==> src/rtl/uart_tx_arbiter_if.sv <==
// Handshake bundle between packet sources, the arbiter and the UART transmitter.
// master = arbiter side, slave = the environment (sources + UART).
interface uart_tx_arbiter_if #(
  parameter int NUM_REQ = 2,
  parameter int BYTES   = 3
);
  localparam int ID_W = $clog2(NUM_REQ);

  logic [NUM_REQ-1:0]         req;
  logic [NUM_REQ*BYTES*8-1:0] pkt_data;
  logic [NUM_REQ-1:0]         ack;
  logic                       busy;
  logic [ID_W-1:0]            gnt_id;
  logic                       trmt;
  logic [7:0]                 tx_data;
  logic                       tx_done;

  modport master (
    input  req, pkt_data, tx_done,
    output ack, busy, gnt_id, trmt, tx_data
  );

  modport slave (
    output req, pkt_data, tx_done,
    input  ack, busy, gnt_id, trmt, tx_data
  );
endinterface

==> src/rtl/uart_tx_arbiter.sv <==
// Round-robin arbiter sharing one UART transmitter between NUM_REQ packet sources.
// Define UART_ARB_CHKSUM_EN to append a two's-complement checksum byte to each packet.
module uart_tx_arbiter #(
  parameter int NUM_REQ = 2,
  parameter int BYTES   = 3
) (
  input  logic               clk,
  input  logic               rst,
  uart_tx_arbiter_if.master  bus
);
  localparam int ID_W  = $clog2(NUM_REQ);
  localparam int PKT_W = BYTES * 8;
  localparam int CNT_W = $clog2(BYTES + 2);
`ifdef UART_ARB_CHKSUM_EN
  localparam int SR_W  = PKT_W + 8;
  localparam int LAST  = BYTES;
`else
  localparam int SR_W  = PKT_W;
  localparam int LAST  = BYTES - 1;
`endif

  typedef enum logic [2:0] {IDLE, GRANT, SEND, WAIT, DONE} state_t;

  state_t            state;
  logic [ID_W-1:0]   rr_ptr;
  logic [ID_W-1:0]   sel;
  logic [ID_W-1:0]   pick;
  logic              pick_vld;
  logic [SR_W-1:0]   pkt_sr;
  logic [SR_W-1:0]   sr_load;
  logic [CNT_W-1:0]  byte_cnt;
  logic              tx_done_q;
  logic              done_rise;
  logic [PKT_W-1:0]  pkt_arr [NUM_REQ];

  for (genvar i = 0; i < NUM_REQ; i++) begin : g_unpack
    assign pkt_arr[i] = bus.pkt_data[i*PKT_W +: PKT_W];
  end

  // Scan downwards so the candidate closest to rr_ptr is written last and wins.
  always_comb begin
    int idx;
    // NOTE: every comb output gets a default first, otherwise a latch is inferred.
    pick     = '0;
    pick_vld = 1'b0;
    for (int k = NUM_REQ - 1; k >= 0; k--) begin
      idx = int'(rr_ptr) + k;
      if (idx >= NUM_REQ) idx = idx - NUM_REQ;
      if (bus.req[ID_W'(idx)]) begin
        pick     = ID_W'(idx);
        pick_vld = 1'b1;
      end
    end
  end

`ifdef UART_ARB_CHKSUM_EN
  logic [7:0] sum;

  // Checksum byte makes all transmitted bytes of the packet sum to 0x00.
  always_comb begin
    sum = '0;
    for (int b = 0; b < BYTES; b++) sum = sum + pkt_arr[sel][b*8 +: 8];
    sr_load = {pkt_arr[sel], 8'h00 - sum};
  end
`else
  assign sr_load = pkt_arr[sel];
`endif

  // tx_done is a level that the UART clears on trmt; only a fresh 0->1 edge counts.
  assign done_rise = bus.tx_done & ~tx_done_q;

  // NOTE: sequential state uses non-blocking assignments so every register sees pre-edge values.
  always_ff @(posedge clk or posedge rst) begin
    if (rst) begin
      state       <= IDLE;
      rr_ptr      <= '0;
      sel         <= '0;
      // NOTE: the datapath shift register is reset too, so tx_data never shows stale packet bytes.
      pkt_sr      <= '0;
      byte_cnt    <= '0;
      tx_done_q   <= 1'b0;
      bus.ack     <= '0;
      bus.busy    <= 1'b0;
      bus.gnt_id  <= '0;
      bus.trmt    <= 1'b0;
      bus.tx_data <= '0;
    end else begin
      tx_done_q <= bus.tx_done;
      bus.trmt  <= 1'b0;
      bus.ack   <= '0;
      case (state)
        IDLE: begin
          bus.busy <= 1'b0;
          if (pick_vld) begin
            sel   <= pick;
            state <= GRANT;
          end
        end
        GRANT: begin
          pkt_sr     <= sr_load;
          bus.gnt_id <= sel;
          bus.busy   <= 1'b1;
          byte_cnt   <= '0;
          state      <= SEND;
        end
        SEND: begin
          bus.tx_data <= pkt_sr[SR_W-1 -: 8];
          bus.trmt    <= 1'b1;
          state       <= WAIT;
        end
        WAIT: begin
          if (done_rise) begin
            pkt_sr   <= pkt_sr << 8;
            byte_cnt <= byte_cnt + CNT_W'(1);
            state    <= (byte_cnt == CNT_W'(LAST)) ? DONE : SEND;
          end
        end
        DONE: begin
          bus.ack[bus.gnt_id] <= 1'b1;
          rr_ptr <= (bus.gnt_id == ID_W'(NUM_REQ - 1)) ? '0 : bus.gnt_id + ID_W'(1);
          state  <= IDLE;
        end
        default: state <= IDLE;
      endcase
    end
  end
endmodule
==> src/flat_wrapper.sv <==
// flat-port wrapper written by rule: the top's interface ports become plain ports
module uart_tx_arbiter_flat 
#(
  parameter int NUM_REQ = 2,
  parameter int BYTES   = 3
)
  (clk, rst, bus_req, bus_pkt_data, bus_tx_done, bus_ack, bus_busy, bus_gnt_id, bus_trmt, bus_tx_data);
  uart_tx_arbiter_if #(.NUM_REQ(NUM_REQ), .BYTES(BYTES)) bus_i ();
  input  logic clk;
  input  logic rst;
  input wire logic [$bits(bus_i.req)-1:0] bus_req;
  input wire logic [$bits(bus_i.pkt_data)-1:0] bus_pkt_data;
  input wire logic [$bits(bus_i.tx_done)-1:0] bus_tx_done;
  output wire logic [$bits(bus_i.ack)-1:0] bus_ack;
  output wire logic [$bits(bus_i.busy)-1:0] bus_busy;
  output wire logic [$bits(bus_i.gnt_id)-1:0] bus_gnt_id;
  output wire logic [$bits(bus_i.trmt)-1:0] bus_trmt;
  output wire logic [$bits(bus_i.tx_data)-1:0] bus_tx_data;
  assign bus_i.req = bus_req;
  assign bus_i.pkt_data = bus_pkt_data;
  assign bus_i.tx_done = bus_tx_done;
  assign bus_ack = bus_i.ack;
  assign bus_busy = bus_i.busy;
  assign bus_gnt_id = bus_i.gnt_id;
  assign bus_trmt = bus_i.trmt;
  assign bus_tx_data = bus_i.tx_data;
  uart_tx_arbiter #(.NUM_REQ(NUM_REQ), .BYTES(BYTES)) u_core (.clk(clk), .rst(rst), .bus(bus_i));
endmodule
==> config.mk <==
export PLATFORM = sky130hd
export DESIGN_NAME = uart_tx_arbiter_flat
export DESIGN_NICKNAME = d
export VERILOG_FILES = /design/src/rtl/uart_tx_arbiter_if.sv /design/src/rtl/uart_tx_arbiter.sv /design/src/flat_wrapper.sv
export SDC_FILE = /design/constraint.sdc
export NUM_CORES = 1
export LEC_CHECK = 0
export CELL_PAD_IN_SITES_DETAIL_PLACEMENT = 0
export CELL_PAD_IN_SITES_GLOBAL_PLACEMENT = 1
export CORE_AREA = 2 2 79 81
export CTS_CLUSTER_DIAMETER = 100
export DETAILED_ROUTE_END_ITERATION = 8
export DIE_AREA = 0 0 81 83
export HOLD_SLACK_MARGIN = 0.05
export PLACE_DENSITY = 0.86
export SLEW_MARGIN = 0
export SYNTH_ARGS = -nofsm -noshare
export SYNTH_HDL_FRONTEND = slang
export SYNTH_SLANG_ARGS = --single-unit
==> constraint.sdc <==
create_clock -name clk -period 2.73 [get_ports clk]
set_input_delay 0.273 -clock clk [delete_from_list [all_inputs] [get_ports clk]]
set_output_delay 0.273 -clock clk [all_outputs]
set_load 0.02 [all_outputs]
Word-level counts from Yosys, hierarchy flattened --
Cells that the tools add are included. W data, S select, Z words.
Word-level totals: memories 0, input port bits 53, word-level logic and storage cells 67, bits in latches 0, ROM bits 0, bits in writable memories 0, register bits after elaboration 46
Operators by class: shift-type cells 0, bitwise operators 3, reduce and logical (&&, ||, !) cells 7, eq/ne operators 7, add/sub/neg operators 5, divide/modulo/power cells 0, $lt $le $gt $ge 7, muxes and demuxes 27, $mul 0
Operators with widths (number):
- $mux W24 | 4
- $pmux W24 S2 | 1
- $mux W1 | 13
- $mux W3 | 4
- $pmux W3 S4 | 1
- $eq A3 B2 Y1 const B | 3
- $lt A1 B3 Y1 const B | 2
- $pmux W3 S2 | 1
- $reduce_and A2 Y1 | 3
- $ge A2 B2 Y1 const B | 2
- $ne A2 B1 Y1 const B | 2
- $reduce_bool A2 Y1 | 2
- $add A3 B1 Y3 const B | 1
- $eq A3 B1 Y1 const B | 1
- $eq A3 B3 Y1 const B | 1
- $logic_not A3 Y1 | 1
- $add A1 B1 Y2 const B | 1
- $ge A1 B2 Y1 const B | 1
- $lt A1 B2 Y1 const B | 1
- $mux W2 | 1
- $not A1 Y2 | 1
- $pmux W1 S2 | 1
- $sub A1 B1 Y1 const B | 2
- $add A1 B1 Y1 const B | 1
- other kinds (5) | 5

Logic depth before layout (Yosys ltp) --
Gate-level depths: netlist of the first run.
depth after elaboration 10, depth in mapped cells 6, gate-level depth less buffers 5

Worst setup path before layout of the first run --
No wires, ideal clock.
path kind register to register, start point reg u_core.state[2], end point reg u_core.pkt_sr[10], required time 2.593 ns, setup time 0.137 ns, arrival time 1.296 ns, slack 1.297 ns, cell stages (with the launch flop) 7, cell sequence dfrtp_1 > buf_2 > or3b_1 > buf_6 > buf_8 > o22ai_1 > a21oi_1
On the way: longest elaborated chain between the ends 3, elaborated cells on any way between the ends 6, those cells by class eq/ne: 3; mux: 1; reduce/logical: 2
Ends and longest elaborated chain:
- from (decl) | RTL line uart_tx_arbiter.sv:24 | state_t state;
- from (signal assigned) | RTL line uart_tx_arbiter.sv:115 | state <= (byte_cnt == CNT_W'(LAST)) ? DONE : SEND;
- $eq A3 B2 Y1 / $eq A3 B1 Y1 (equally long branches) | RTL line uart_tx_arbiter.sv:91 | case (state)
- $ne A2 B1 Y1 (no line) / $reduce_bool A2 Y1 (equally long branches)
- $reduce_and A2 Y1 (no line)
- to (signal assigned) | RTL line uart_tx_arbiter.sv:100 | pkt_sr <= sr_load;
- to (signal assigned) | RTL line uart_tx_arbiter.sv:113 | pkt_sr <= pkt_sr << 8;
- to (decl) | RTL line uart_tx_arbiter.sv:29 | logic [SR_W-1:0] pkt_sr;
Several ways; a longest one is shown, not always the timed one. A chain may end at the register's enable or synchronous reset.

Worst setup path in the final report of the first run --
start point reg u_core.state[1], end point reg u_core.pkt_sr[11]
Same word-level chain as after synthesis.

==> reports/qor.yml, run 1 <==
power:
  combPwrFrac_pct: 33.5
  intPower_w: 0.00150
  pwr-share-seq_pct: 48.1
  clockPowerShare_pct: 18.4
  switching_share_pct: 31.8
  p_per_area_nw_per_um2: 737
  ir_worst_vdd_mv: 0.316
  p_sw_w: 0.000702
  leakage_nw: 1.28
cts:
  clock-sinks: 46
  hold_buffers: 0
  clk_pin_slew_worst_paths_ns: 0.08
  cts_setup_buffers: 0
  htree_levels: 2
  ctsRootBufferMaster: "clkbuf_8"
  ctsResizeCount: 0
  clk_path_buf_depth: 2
  tritoncts: "done"
  cts-buffers-inserted: 5
  clk_latency_ns: 0.30
finish:
  layout.cells.non_filler: 325
  final_net_count: 304
  multi_input_comb_area_um2: 970
  syn_to_final_growth_pct: 34.1
  antenna_cells: 0
  drive_above_1_share_pct: 15.2
  regArea_um2: 1150
  fillCellCount: 557
setup_path:
  cp-start-kind: "flop"
  arrival_ns: 2.30
  reg2reg_slack_ns: 0.64
  critPathCaptureType: "flop"
  required_ns: 2.95
  crit_path_max_fanout: 26
  crit_type: "flop to flop"
synthesis:
  synthMuxAreaShare_pct: 16.5
  yosys-top-cells-area: "dfrtp_1 52%, mux2_2 9.1%, mux2i_1 6.7%, o22ai_1 5.9%, o2bb2ai_1 3.5%"
  synth_compound_area_share_pct: 18.2
  synthXorXnorAreaFrac_pct: 0
  yosys_warnings: 0
  synth_edf_count: 0
  synth_nets: 243
  syn_avg_cell_area_um2: 11.9
  synthFlopType: "dfrtp_1"
  post_synth_and_or_nand_nor_area_fraction_pct: 7.68
  synth_cells: 188
  synth_top_area_share_pct: 51.5
  async_flop_share_pct: 100
  synth_common_cells: "46 x dfrtp_1, 21 x o22ai_1, 18 x mux2_2"
  synth_fa_ha_area_share_pct: 1.12
  post-synth-top-area-cell: "dfrtp_1"
  yosys.cell_count.top_type: "dfrtp_1"
  synth_top_family_by_area: "compound AO/OA/AOI/OAI gates"
  ys_types: 34
  ys_ff_latch: 46
  ys_seq_area_share_pct: 51.5
  syn_area_um2: 2230
die:
  die_h_um: 83
  initial_core_util_pct: 38.4
  dieArea_um2: 6720
  die_x_um: 81
  design.portCount: 66
  coreArea_um2: 5820
  rows: 28
global_route:
  antenna_found_initial: 0
  grt_max_degree: 47
  gr-total-overflow: 0
  grt_pass1_vias: 1684
  grt_usage_pct: 15.2
  grt_pass1_wl_um: 7910
drt:
  dr_total_vias: 1724
  wl_um: 4850
  topRoutingLayerUsed: "met4"
  avgRoutedWirePerCell_um: 14.9
  drc_errors: 0
  dr_wl_met3_um: 358
  wl_met2_um: 2260
  via_per_inst: 5.30
  wl_met1_um: 2130
  drt-initial-drc-count: 92
  antenna_left: 0
  dr.pass1.iters: 4
timing:
  fmax_ghz: 0.479
  fin_setup_tns_ns: 0
  setup_viol: 0
  max-slew-margin-rel_pct: 30.7
  period_minus_slack_ns: 2.09
  skew_ns: 0.00515
  period_share_pct: 76.5
  worst_pin_slew_ns: 1.04
  report.final.slew_viol_count: 0
  finalHoldViolCount: 0
  rsz0062_at_grt: "false"
flow_run:
  maxCapViolations: 0
min_path:
  hold_class: "flop to flop"
placed_design:
  dp_cells: 317
  gp_congestion: 0.754
  io_buffers: 64
  dp_hpwl_um: 3400
status:
  status: "completed"
path summary, 6_finish.rpt:
check | start | cells past startpoint | endpoint
worst min-delay path | u_core.pkt_sr[20] | 1 | u_core.pkt_sr[20]
max in group asynchronous | rst | 2 | u_core.byte_cnt[1]
worst min register to register | u_core.pkt_sr[20] | 1 | u_core.pkt_sr[20]
worst max-delay path | u_core.state[1] | 3 | u_core.pkt_sr[11]
min in group asynchronous | rst | 2 | u_core.bus.ack[0]
worst max register to register | u_core.state[1] | 3 | u_core.pkt_sr[11]
final cells by class:
| class | instances | area share, % |
|---|---|---|
| tap | 75 | 3.13 |
| timing repair buffer | 69 | 22.6 |
| sequential | 46 | 38.4 |
| inverter | 4 | 0.501 |
| clock buffer | 6 | 2.42 |
| clock inverter | 2 | 0.460 |
| multi-input combinational | 123 | 32.4 |
layer usage:
layer	up-vias	global-route usage (%)
li1	821	-
met1	828	20.1
met2	66	23.7
met3	9	3.04
met4	0	7.40
met5	-	0
registers in the layout (all words and copies together), names as in the netlist:
| name | count |
|---|---|
| u_core.pkt_sr | 24 |
| u_core.bus.tx_data | 8 |
| u_core.byte_cnt | 3 |
| u_core.state | 3 |
| u_core.bus.ack | 2 |
| u_core.bus.busy | 1 |
| u_core.bus.gnt_id | 1 |
| u_core.bus.trmt | 1 |
| u_core.rr_ptr | 1 |
| u_core.sel | 1 |
| u_core.tx_done_q | 1 |
per-stage QoR:
step                      setup slack (ns)  power [W]  hold WS, ns  cell area [um2]  utilization [%]
after floorplan                       1.30    0.00151        0.304             2230                -
after global placement               0.764    0.00178        0.454             2910             50.0
after detailed placement             0.737    0.00182        0.463             2910             50.0
after CTS                            0.689    0.00222        0.478             2990             51.5
after global routing                 0.543    0.00235        0.490             2990             51.5
final                                0.643    0.00221        0.476             2990             51.5
logic make-up after synthesis:
| family | count (synthesis) |
|---|---|
| adder cells (fa/ha/maj) | 2 |
| buffers and inverters | 19 |
| flip-flops | 46 |
| AND/OR/NAND/NOR | 30 |
| multiplexers | 34 |
| AO/OA/AOI/OAI | 57 |
worst max-delay path, stage by stage (launching register included):
cell and delay (ns):
dfrtp_1 0.65, or3b_1 0.89, o22ai_1 0.22, a21oi_1 0.23
power groups by stage:
stage	Clock, W	Combinational [W]	Sequential [W]
after CTS	0.000412	0.000747	0.00106
after global placement	0	0.000719	0.00106
after global routing	0.000439	0.000810	0.00110
after detailed placement	0	0.000743	0.00108
after floorplan	0	0.000388	0.00112
final	0.000406	0.000738	0.00106
cell usage in the layout (no fill, tap or decap), drive strengths merged, types with 4 or more instances in the layout:
| cell type | n |
|---|---|
| mux2i | 15 |
| clkdlybuf4s50 | 64 |
| mux2 | 19 |
| buf | 5 |
| nand2 | 10 |
| clkbuf | 6 |
| o22ai | 25 |
| inv | 4 |
| o2bb2ai | 9 |
| a21o | 8 |
| a21oi | 11 |
| nor2 | 4 |
| dfrtp | 46 |
Note: power is estimated with default switching activity, not from simulation.
==> run 2, diff against run 1 <==
--- a/config.mk
+++ b/config.mk
@@ -7,12 +7,12 @@
 export LEC_CHECK = 0
 export CELL_PAD_IN_SITES_DETAIL_PLACEMENT = 0
 export CELL_PAD_IN_SITES_GLOBAL_PLACEMENT = 1
-export CORE_AREA = 2 2 79 81
+export CORE_AREA = 2 2 86 88
 export CTS_CLUSTER_DIAMETER = 100
 export DETAILED_ROUTE_END_ITERATION = 8
-export DIE_AREA = 0 0 81 83
+export DIE_AREA = 0 0 88 90
 export HOLD_SLACK_MARGIN = 0.05
-export PLACE_DENSITY = 0.86
+export PLACE_DENSITY = 0.77
 export SLEW_MARGIN = 0
 export SYNTH_ARGS = -nofsm -noshare
 export SYNTH_HDL_FRONTEND = slang
==> constraint.sdc (replaced) <==
create_clock -name clk -period 1.8 [get_ports clk]
set_input_delay 0.18 -clock clk [delete_from_list [all_inputs] [get_ports clk]]
set_output_delay 0.18 -clock clk [all_outputs]
set_load 0.02 [all_outputs]
==> run 2 against run 1 <==
  * Wire length up 1.6%
  * Critical path depth unchanged
  * Fmax up 39%
  * Count of clock-buffer cells in the layout down 1
  * Die area up 18%
  * Final area up 4.1%
  * First-iteration DRC count down 2.2%
  * Setup slack worse by 0.34 ns
  * Global-route usage down 2.1 points
  * Sequential cell count unchanged
  * Worst hold slack worse by 0.25 ns
  * Combinational power up 54%
  * Highest routed layer unchanged
==> reports/qor.yml, run 2 (synthesis gave the netlist of run 1 again) <==
finish:
  antenna_cells: 0  # unchanged
  layout_commonest_cell: "clkdlybuf4s50_1"
  largestRegisters: "u_core.pkt_sr: 24 flops, u_core.bus.tx_data: 8 flops"
  top_register: "u_core.pkt_sr"
  mostFrequentLayoutCells: "64 x clkdlybuf4s50_1, 46 x dfrtp_1, 21 x o22ai_1"
  final_util_pct: 44.4  # -7.1 points
  drive_above_1_share_pct: 17.6  # +2.4 points
  final_net_count: 310  # +2.0%
  syn_to_final_growth_pct: 39.6
  largest_reg_flops: 24  # unchanged
timing:
  rsz0062_at_grt: "false"
  fin_setup_tns_ns: 0  # unchanged
  report.final.slew_viol_count: 0  # unchanged
  hold_ws_ns: 0.226  # -0.251 ns
  fmax_ghz: 0.667  # +39%
  max-slew-margin-rel_pct: 49.7  # +19 points
  period_minus_slack_ns: 1.50  # -0.588 ns
  setup_viol: 0  # unchanged
  worst_slack_ns: 0.300  # -0.342 ns
  finalHoldViolCount: 0  # unchanged
  worst_pin_slew_ns: 0.754  # -0.286 ns
  period_share_pct: 83.3  # +6.9 points
  skew_ns: 0.00786  # +0.00271 ns
die:
  die_x_um: 88  # +8.6%
  initial_core_util_pct: 31.8  # -6.6 points
  rows: 31  # +11%
  design.portCount: 66  # unchanged
  die_h_um: 90  # +8.4%
  coreArea_um2: 7020  # +21%
  dieArea_um2: 7920  # +18%
cts:
  hold_buffers: 0  # unchanged
  clk_path_buf_depth: 2  # unchanged
  clock-sinks: 46  # unchanged
  clk_latency_ns: 0.30  # about the same
  clk_pin_slew_worst_paths_ns: 0.08  # about the same
  htree_levels: 2  # unchanged
  ctsRootBufferMaster: "clkbuf_8"
  tritoncts: "done"
  ctsResizeCount: 0  # unchanged
  cts_setup_buffers: 0  # unchanged
  cts-buffers-inserted: 5  # unchanged
setup_path:
  critPathCaptureType: "flop"
  crit_path_max_fanout: 17  # -35%
  crit_type: "flop to flop"
  crit_buf_inv: 0  # unchanged
  max_stage_delay_ns: 0.45  # -0.44 ns
  required_ns: 1.99  # -0.96 ns
  reg2reg_slack_ns: 0.30  # -0.34 ns
  critPathSlowestCell: "dfrtp_1"
  cp-start-kind: "flop"
  arrival_ns: 1.69  # -0.61 ns
  cp_cell_sequence: "and2b_1 -> o21ai_2 -> a21o_1"
  cp_top_family: "compound AO/OA/AOI/OAI gates"
global_route:
  grt_pass1_vias: 1694  # +0.59%
  grt_usage_pct: 13.1  # -2.1 points
  antenna_found_initial: 0  # unchanged
  grt_pass1_wl_um: 8060  # +1.8%
  grt_max_degree: 47  # unchanged
  gr-total-overflow: 0  # unchanged
placed_design:
  io_buffers: 64  # unchanged
  dp_hpwl_um: 3520  # +3.5%
  gp_congestion: 0.768  # +1.9%
  dpl_worst_slack_ns: 0.136  # -0.601 ns
status:
  status: "completed"
drt:
  dr_total_vias: 1704  # -1.2%
  drc_errors: 0  # unchanged
  via_per_inst: 4.80  # -9.5%
  antenna_left: 0  # unchanged
  drt-initial-drc-count: 90  # -2.2%
  dr.pass1.iters: 4  # unchanged
  wl_um: 4930  # +1.6%
  avgRoutedWirePerCell_um: 13.9  # -7.0%
power:
  p_per_area_nw_per_um2: 1120  # +52%
  ir_worst_vdd_mv: 0.487  # +54%
  leakage_nw: 1.33  # +3.6%
min_path:
  hold_class: "input port to asynchronous set/reset pin"
flow_run:
  maxCapViolations: 0  # unchanged
[run 2: cell types whose count changed in the layout (fill, tap and decap cells not counted)]
| cell | change |
|---|---|
| bufinv_16 | +1 |
| clkinv_4 | -1 |
| clkinv_2 | +1 |
| buf_4 | +4 |
| buf_12 | +2 |
| clkbuf_1 | -1 |
[run 2: worst register-to-register path: cells and delay by family, from the launching register on]
kind            cells  cell delay [ns]
simple gates        1             0.40
flops               1             0.45
compound gates      2             0.55
[run 2: stage by stage]
stage / area, um2 / total power (W) / cells
5_1_grt: 3120 / 0.00373 / 355
3_3_place_gp: 3010 / 0.00273 / 347
6_report: 3120 / 0.00349 / 355
2_1_floorplan: 2230 / 0.00229 / 188
3_5_place_dp: 3010 / 0.00278 / 347
4_1_cts: 3120 / 0.00353 / 355
[run 2: path summary, 6_finish.rpt]
path                                        start                 to  depth (start not counted)
max in group asynchronous                     rst   u_core.pkt_sr[9]                          3
worst min register to register  u_core.pkt_sr[18]  u_core.pkt_sr[18]                          1
min in group clk                u_core.pkt_sr[18]  u_core.pkt_sr[18]                          1
worst max-delay path              u_core.state[2]  u_core.pkt_sr[20]                          3
worst max register to register    u_core.state[2]  u_core.pkt_sr[20]                          3
worst min-delay path                          rst  u_core.bus.ack[1]                          3
[run 2: layer usage]
metal / vias to the layer above / global-route usage (%) / share of wire [%] / wire (um)
met5: - / 0 / 0 / 0
met4: 0 / 6.15 / 0.73 / 36
met3: 2 / 2.11 / 6.1 / 299
met2: 59 / 20.5 / 49 / 2400
met1: 807 / 17.4 / 44 / 2190
li1: 836 / - / - / -
[run 2: final cells by class]
| cell class | instances | area, um2 |
|---|---|---|
| fillers | 660 | 3900 |
| flip-flops and latches | 46 | 1150 |
| multi-input cells | 123 | 970 |
| repair buffers | 75 | 748 |
| well taps | 99 | 124 |
| clock buffers | 5 | 68.8 |
| clock inverters | 3 | 40.0 |
| inverters | 4 | 15.0 |
[run 2: power by group]
part / switching, W / internal [W] / total [W]
sequential: 0.000231 / 0.00137 / 0.00160
combinational: 0.000489 / 0.000649 / 0.00114
clock: 0.000344 / 0.000409 / 0.000753
